$ cat config.mk
export PLATFORM = sky130hd
export DESIGN_NAME = stream_cipher_ctrl
export DESIGN_NICKNAME = d
export VERILOG_FILES = /design/src/rtl/stream_cipher_ctrl.sv
export SDC_FILE = /design/constraint.sdc
export NUM_CORES = 1
export LEC_CHECK = 0
export BUFFER_PORTS_ARGS = -buffer_cell sky130_fd_sc_hd__buf_2
export CORE_AREA = 2 2 66 68
export CTS_CLUSTER_DIAMETER = 60
export DETAILED_ROUTE_END_ITERATION = 16
export DIE_AREA = 0 0 68 70
export GPL_TIMING_DRIVEN = 0
export PLACE_DENSITY = 0.71
export REMOVE_ABC_BUFFERS = 1
export SYNTH_ARGS = -nofsm -noshare
export SYNTH_HDL_FRONTEND = slang
export SYNTH_SLANG_ARGS = --single-unit
$ cat constraint.sdc
create_clock -name clk -period 1.93 [get_ports clk]
set_clock_uncertainty 0.05 [all_clocks]
set_input_delay 0.0965 -clock clk [delete_from_list [all_inputs] [get_ports clk]]
set_output_delay 0.0965 -clock clk [all_outputs]
set_load 0.01 [all_outputs]
$ cat src/rtl/stream_cipher_ctrl.sv
// Byte-stream controller for an external cipher datapath: loads plaintext bytes,
// reads stored bytes back (plain or cipher view) oldest-first, and clears the store.
module stream_cipher_ctrl (
  input  logic       clk,
  input  logic       rst_n,
  input  logic       s_valid,
  output logic       s_ready,
  input  logic [7:0] s_data,
  input  logic       rd_start,
  input  logic       rd_mode,
  input  logic       clr,
  output logic       m_valid,
  input  logic       m_ready,
  output logic [7:0] m_data,
  output logic       m_last,
  output logic [7:0] c_data,
  output logic [2:0] c_ct,
  output logic       c_inc,
  output logic       c_encrypt,
  output logic       c_view,
  output logic       c_rst_n,
  input  logic [7:0] c_out,
  output logic       busy,
  output logic [3:0] count,
  output logic [2:0] dbg_state
);

  // Both streams use valid/ready: a byte moves on a rising clk edge where valid
  // and ready are both high; valid and its payload stay stable until then.
  typedef enum logic [2:0] {
    IDLE     = 3'd0,
    LD_SETUP = 3'd1,
    LD_PULSE = 3'd2,
    LD_HOLD  = 3'd3,
    RD_SETUP = 3'd4,
    RD_OUT   = 3'd5,
    CLR      = 3'd6
  } state_t;

  state_t     state, state_nx;
  logic [2:0] idx, idx_nx;
  logic [3:0] count_nx, count_dec;
  logic [7:0] c_data_nx, m_data_nx;
  logic [2:0] c_ct_nx;
  logic       c_inc_nx, c_encrypt_nx, c_view_nx;
  logic       m_valid_nx, m_last_nx;
  logic       clr_cnt, clr_cnt_nx;

  assign s_ready   = (state == IDLE) & ~clr & ~rd_start;
  assign busy      = (state != IDLE);
  assign c_rst_n   = rst_n & (state != CLR);
  assign dbg_state = state;
  assign count_dec = count - 4'd1;

  always_ff @(posedge clk or negedge rst_n) begin
    if (!rst_n) begin
      state     <= IDLE;
      count     <= 4'd0;
      idx       <= 3'd0;
      c_data    <= 8'd0;
      c_ct      <= 3'd0;
      c_inc     <= 1'b0;
      c_encrypt <= 1'b0;
      c_view    <= 1'b0;
      m_valid   <= 1'b0;
      m_last    <= 1'b0;
      m_data    <= 8'd0;
      clr_cnt   <= 1'b0;
    end else begin
      state     <= state_nx;
      count     <= count_nx;
      idx       <= idx_nx;
      c_data    <= c_data_nx;
      c_ct      <= c_ct_nx;
      c_inc     <= c_inc_nx;
      c_encrypt <= c_encrypt_nx;
      c_view    <= c_view_nx;
      m_valid   <= m_valid_nx;
      m_last    <= m_last_nx;
      m_data    <= m_data_nx;
      clr_cnt   <= clr_cnt_nx;
    end
  end

  always_comb begin
    state_nx     = state;
    count_nx     = count;
    idx_nx       = idx;
    c_data_nx    = c_data;
    c_ct_nx      = c_ct;
    c_inc_nx     = 1'b0;
    c_encrypt_nx = 1'b0;
    c_view_nx    = c_view;
    m_valid_nx   = m_valid;
    m_last_nx    = m_last;
    m_data_nx    = m_data;
    clr_cnt_nx   = clr_cnt;
    case (state)
      IDLE: begin
        if (clr) begin
          state_nx   = CLR;
          count_nx   = 4'd0;
          clr_cnt_nx = 1'b0;
        end else if (rd_start) begin
          // A readback of an empty store is dropped without leaving IDLE.
          if (count != 4'd0) begin
            state_nx  = RD_SETUP;
            c_view_nx = rd_mode;
            idx_nx    = count_dec[2:0];
            c_ct_nx   = count_dec[2:0];
          end
        end else if (s_valid) begin
          state_nx     = LD_SETUP;
          c_data_nx    = s_data;
          c_encrypt_nx = 1'b1;
        end
      end
      LD_SETUP: begin
        state_nx     = LD_PULSE;
        c_encrypt_nx = 1'b1;
        c_inc_nx     = 1'b1;
      end
      LD_PULSE: begin
        state_nx     = LD_HOLD;
        c_encrypt_nx = 1'b1;
      end
      LD_HOLD: begin
        state_nx = IDLE;
        count_nx = (count == 4'd8) ? count : count + 4'd1;
      end
      RD_SETUP: begin
        // c_ct has been stable for this whole cycle, so c_out has settled.
        state_nx   = RD_OUT;
        m_data_nx  = c_out;
        m_valid_nx = 1'b1;
        m_last_nx  = (idx == 3'd0);
      end
      RD_OUT: begin
        if (m_ready) begin
          m_valid_nx = 1'b0;
          m_last_nx  = 1'b0;
          if (idx == 3'd0) begin
            state_nx = IDLE;
          end else begin
            state_nx = RD_SETUP;
            idx_nx   = idx - 3'd1;
            c_ct_nx  = idx - 3'd1;
          end
        end
      end
      CLR: begin
        if (clr_cnt) begin
          state_nx   = IDLE;
          clr_cnt_nx = 1'b0;
        end else begin
          clr_cnt_nx = 1'b1;
        end
      end
      default: state_nx = IDLE;
    endcase
  end

endmodule

==> results of run 1 <==
Yosys cell counts (2+ instances only):
| library cell | number |
|---|---|
| clkbuf_1 | 4 |
| and3_1 | 2 |
| mux2_2 | 16 |
| o21ai_0 | 6 |
| nor2_1 | 11 |
| and3b_1 | 2 |
| nand3b_1 | 2 |
| dfrtp_1 | 32 |
| nor2b_1 | 2 |
| mux2i_1 | 2 |
| inv_1 | 5 |
| nor3_1 | 2 |
| a21oi_1 | 9 |
| nand3_1 | 6 |
| nand2_1 | 9 |
| ha_1 | 3 |
| nand2b_1 | 2 |
path summary, 6_finish.rpt:
| kind | depth (start not counted) | to |
|---|---|---|
| max | 6 | idx[2]$_DFFE_PN0P_ |
| min | 2 | m_data[1]$_DFFE_PN0N_ |
| max reg2reg | 6 | idx[2]$_DFFE_PN0P_ |
| min reg2reg | 1 | c_data[6]$_DFFE_PN0P_ |
| max in group asynchronous | 2 | dbg_state[0]$_DFFE_PN0P_ |
| min in group asynchronous | 2 | c_data[4]$_DFFE_PN0P_ |
metal layers:
metal  GRT usage  part of all wire
met1       0.194              0.43
met2       0.250              0.50
met3      0.0403             0.044
met4      0.0822             0.027
met5           0                 0
registers in the layout, summed over array words and instances (netlist names):
name / flops
c_inc: 1
c_view: 1
c_encrypt: 1
dbg_state: 3
idx: 3
c_data: 8
clr_cnt: 1
m_data: 8
m_valid: 1
m_last: 1
count: 4
cell type report:
class / instances / area [um^2] / area share
Multi-Input combinational cell: 96 / 732 / 0.342
Sequential cell: 32 / 806 / 0.376
Tap cell: 52 / 65.1 / 0.0304
Clock inverter: 2 / 35.0 / 0.0163
Timing Repair Buffer: 69 / 410 / 0.191
Inverter: 6 / 22.5 / 0.0105
Clock buffer: 6 / 72.6 / 0.0339
per-stage QoR:
step | instance area [um^2] | worst slack, ps
6_report | 2140 | 112
5_1_grt | 2140 | 9.84
4_1_cts | 2130 | 45.6
3_5_place_dp | 1890 | -163
3_3_place_gp | 1890 | -170
2_1_floorplan | 1540 | 23.6
what timing repair did:
action,in CTS,in global routing
gates resized for setup,3,6
hold buffers,13,0
endpoints found under the hold margin,44,0
setup endpoints to repair,2,12
where the power goes:
group	leakage [nW]	internal, mW	total (mW)	switching, mW
combinational	0.572	0.717	1.41	0.696
sequential	0.387	0.986	1.35	0.360
clock	0.0552	0.382	0.615	0.233
total	1.01	2.09	3.37	1.29
layout by cell type, fill, tap and decap left out, drive strengths merged, types with 2 or more instances in the layout:
cell type / synthesis / layout
nor3: 4 / 4
dlygate4sd3: 0 / 13
nor2: 12 / 12
o21ai: 6 / 6
mux2i: 2 / 2
dfrtp: 32 / 32
and3: 2 / 2
ha: 3 / 3
nand3b: 2 / 2
clkbuf: 4 / 6
nand2b: 2 / 2
a21oi: 9 / 9
inv: 6 / 6
mux2: 17 / 17
nor2b: 2 / 2
and3b: 2 / 2
nand2: 10 / 10
nand3: 8 / 8
buf: 2 / 56
cells by family (layout without fill, tap and decap cells):
logic type | count (synthesis) | count (layout) | share of synthesized area
compound gates | 24 | 24 | 0.0969
xor+xnor | 2 | 2 | 0.0111
flops | 32 | 32 | 0.508
mux | 19 | 19 | 0.134
fa+ha+maj | 3 | 3 | 0.0238
simple gates | 48 | 48 | 0.190
buf+inv | 12 | 83 | 0.0357
==> results.toml, run 1 <==
[clocking]
htree_levels = 2
cts_root_buf = "clkbuf_8"
postCtsSetupBuffers = 0
cts_tree = "yes"
cts.sinks = 32
clk_pin_slew_ps = 60
cts_buffers = 5
clock_latency_ps = 280
clockBufferDepth = 2

[synthesis]
synth-main-ff-cell = "dfrtp_1"
netlist_top_cells_area = "dfrtp_1 51%, mux2_2 11%, a21oi_1 2.9%"
synth_top_area_frac = 0.508
yosys_warnings = 0
synthesis.area_um2 = 1580
synthCells = 140
synth_edf_count = 0
syn_avg_cell_area_um2 = 11.3
yosysTopAreaCell = "dfrtp_1"
synth_cell_types = 42
ys_seq_elements = 32
ys_async_sr_fraction = 1.00
synth_sequential_area_ratio = 0.508

[route]
firstDrtPassIters = 6
drc = 0
first_iter_violations = 44
ant_nets = 0
wl_um = 3490
drt-wirelength-per-cell_um = 13.3
vias = 1303
vias_per_cell = 4.95

[timing]
timing.fmax_ghz = 0.550
max_slew_margin = 0.532
setup_violations = 0
fin_setup_tns_ps = 0
whs_ps = 7.95
drv_slew = 0
rsz0062_at_grt = "false"
fin_crit_ps = 1820
finalHoldViolCount = 0
worst_pin_slew_ps = 702
timing.final.crit_share = 0.942

[setup_path]
r2r_slack_ps = 110
critPathMaxStageDelay_ps = 600
cp-end-kind = "flop"
path_cells = "and3b_2 > nor2_1 > a21oi_1 > ha_1 > nor2_1 > a311o_1"
cp_common_cell = "nor2_1"
cp_num_buf_inv = 0
startpoint = "dbg_state[0]$_DFFE_PN0P_"
critical_path_required_ps = 2040
critPathMaxFanout = 20
crit_path_start_kind = "flop"
r2r-start = "dbg_state[0]$_DFFE_PN0P_"
critical_path_class = "reg -> reg"
worst_ep_arrival_time_ps = 1930
crit_family = "flip-flops"
critical_path.slowest_cell = "dfrtp_2"

[layout]
nNetsFinal = 236
fin_cells = 263
num-fill-cells = 364
final_util = 0.517
drive_gt1_frac = 0.450
n_antenna_cell = 0
area_growth_pct = 36.1

[placed_design]
post-dp-hpwl_um = 2430
gp_congestion = 0.757
post-place-cells = 242
portBuffers = 56

[floorplan]
fp.dieW_um = 68
die_y_um = 70
core_area_um2 = 4140
floorplan.initialDensity = 0.380
io_pins = 57
die_area_um2 = 4760
rows = 24

[grt]
overflow = 0
grt_pass1_vias = 1231
antenna_found_initial = 0
grt_pass1_wl_um = 5660
grt_max_degree = 34
grt_usage = 0.158

[min_path]
min_from = "c_out[1]"
min_path_type = "in -> reg"

[power]
vdd.ir_drop.worst_uv = 542
p_per_area_nw_per_um2 = 1570
leakagePower_nw = 1.01
power_mw = 3.37

[status]
status = "finished clean"

[run]
cap_violations = 0
Power figures use the tool's default switching activity.
==> inputs of run 2 (changes only) <==
--- a/config.mk
+++ b/config.mk
@@ -6,12 +6,12 @@
 export NUM_CORES = 1
 export LEC_CHECK = 0
 export BUFFER_PORTS_ARGS = -buffer_cell sky130_fd_sc_hd__buf_2
-export CORE_AREA = 2 2 66 68
+export CORE_AREA = 2 2 71 73
 export CTS_CLUSTER_DIAMETER = 60
 export DETAILED_ROUTE_END_ITERATION = 16
-export DIE_AREA = 0 0 68 70
+export DIE_AREA = 0 0 73 75
 export GPL_TIMING_DRIVEN = 0
-export PLACE_DENSITY = 0.71
+export PLACE_DENSITY = 0.64
 export REMOVE_ABC_BUFFERS = 1
 export SYNTH_ARGS = -nofsm -noshare
 export SYNTH_HDL_FRONTEND = slang
==> run 2 against run 1 <==
  * Total power grew 0.56%
  * Non-clock buffer count is 5 higher
  * Utilization shrank 4.4 points
  * Sequential power hardly changed
  * Fmax shrank 1.1%
  * Global-route usage fell by 2.2 points
  * Clock-buffer cell count up 1
  * Critical path depth stayed put
  * Combinational power shrank 3%
  * Cell count is 2.7% higher
  * Via count shrank 0.23%
  * Setup slack worse by 20 ps
==> results.toml, run 2 (synthesis results as in run 1) <==
[status]
status = "finished clean"

[setup_path]
critPathMaxFanout = 6
crit_family = "simple AND/OR/NAND/NOR gates"
r2r_slack_ps = 90
cp_num_buf_inv = 1
r2r_cells = 6
r2r-start = "count[0]$_DFFE_PN0P_"
timing.rr.end = "idx[2]$_DFFE_PN0P_"
startpoint = "count[0]$_DFFE_PN0P_"
path_cells = "inv_1 > ha_1 > or3b_1 > nand3_2 > nand3b_1 > a311o_1"
crit_path_start_kind = "flop"
worst_ep_arrival_time_ps = 1950
critical_path_class = "reg -> reg"
critical_path_required_ps = 2040
critical_path.slowest_cell = "dfrtp_1"
critPathMaxStageDelay_ps = 440
cp-end-kind = "flop"

[floorplan]
fp.dieW_um = 73
io_pins = 57
rows = 25
floorplan.initialDensity = 0.338
die_area_um2 = 5480
core_area_um2 = 4660
die_y_um = 75

[route]
ant_nets = 0
firstDrtPassIters = 4
drc = 0
wl_um = 3470
vias = 1300
drt-wirelength-per-cell_um = 12.8
first_iter_violations = 66
vias_per_cell = 4.81

[clocking]
cts_tree = "yes"
htree_levels = 2
postCtsSetupBuffers = 0
cts_root_buf = "clkbuf_8"
clock_latency_ps = 280
clockBufferDepth = 2
cts.sinks = 32
cts_buffers = 5
clk_pin_slew_ps = 60

[timing]
drv_slew = 0
setup_ws_ps = 91.9
worst_pin_slew_ps = 704
finalHoldViolCount = 0
rsz0062_at_grt = "false"
whs_ps = 23.7
fin_crit_ps = 1840
timing.fmax_ghz = 0.544
max_slew_margin = 0.531
setup_violations = 0
timing.final.crit_share = 0.952

[run]
cap_violations = 0

[layout]
drive_gt1_frac = 0.426
nNetsFinal = 241
final_common_cell = "buf_2"
final_util = 0.473
n_antenna_cell = 0
layout_common_cells = "56 x buf_2, 29 x dfrtp_1, 18 x dlygate4sd3_1"
reg_top3 = "c_data x8, m_data x8, count x4"
fin_cells = 270
area_growth_pct = 39.9

[grt]
antenna_found_initial = 0
grt_pass1_vias = 1242
grt_max_degree = 34
overflow = 0
grt_usage = 0.136
grt_pass1_wl_um = 5640

[power]
vdd.ir_drop.worst_uv = 421
p_per_area_nw_per_um2 = 1540
leakagePower_nw = 1.05

[placed_design]
post-place-ws_ps = -188
gp_congestion = 0.692
post-place-cells = 244
portBuffers = 56
post-dp-hpwl_um = 2310

[min_path]
min_from = "s_valid"
min_path_type = "in -> reg"
worstHoldEndpoint = "dbg_state[0]$_DFFE_PN0P_"
hold_depth = 3
[run 2: how the worst max path moves through the flow]
stage	endpoint	slack [ps]	cells after the start
finish	idx[2]$_DFFE_PN0P_	90	6
global route	idx[2]$_DFFE_PN0P_	10	6
CTS	idx[2]$_DFFE_PN0P_	40	5
detailed placement	idx[2]$_DFFE_PN0P_	-190	6
global placement	idx[2]$_DFFE_PN0P_	-200	6
floorplan	idx[2]$_DFFE_PN0P_	20	6
[run 2: layout make-up]
type / instances / area [um^2]
fill: 430 / 2460
sequential: 32 / 807
multi-input combinational: 96 / 719
timing repair buffer: 74 / 460
clock buffer: 7 / 96.3
tap: 54 / 67.6
clock inverter: 1 / 30.0
inverter: 6 / 22.5
[run 2: through the flow]
step	setup TNS (ps)	total power, mW	instance area (um^2)
floorplan	0	2.16	1540
global placement	-215	2.67	1890
detailed placement	-194	2.69	1890
CTS	0	3.43	2200
global route	0	3.69	2200
finish	0	3.39	2200
[run 2: report_power, final]
group / internal, mW / leakage [nW] / switching [mW]
Sequential: 0.989 / 0.388 / 0.345
Combinational: 0.696 / 0.595 / 0.674
Clock: 0.455 / 0.0645 / 0.233
[run 2: layer usage]
layer | up-vias | GRT usage | share of wire
met5 | - | 0 | 0
met2 | 37 | 0.224 | 0.48
li1 | 650 | - | -
met3 | 5 | 0.0469 | 0.061
met4 | 0 | 0.0556 | 0.018
met1 | 608 | 0.163 | 0.45
[run 2: repair_timing]
action / in CTS / in global routing
hold buffers: 18 / 0
endpoints found under the hold margin: 49 / 0
setup endpoints to repair: 2 / 2
gates resized for setup: 3 / 2
[run 2: worst register-to-register path, cell delays in order (launching register included)]
cell and delay (ps):
dfrtp_1 440, inv_1 130, ha_1 170, or3b_1 390, nand3_2 150, nand3b_1 90
a311o_1 320
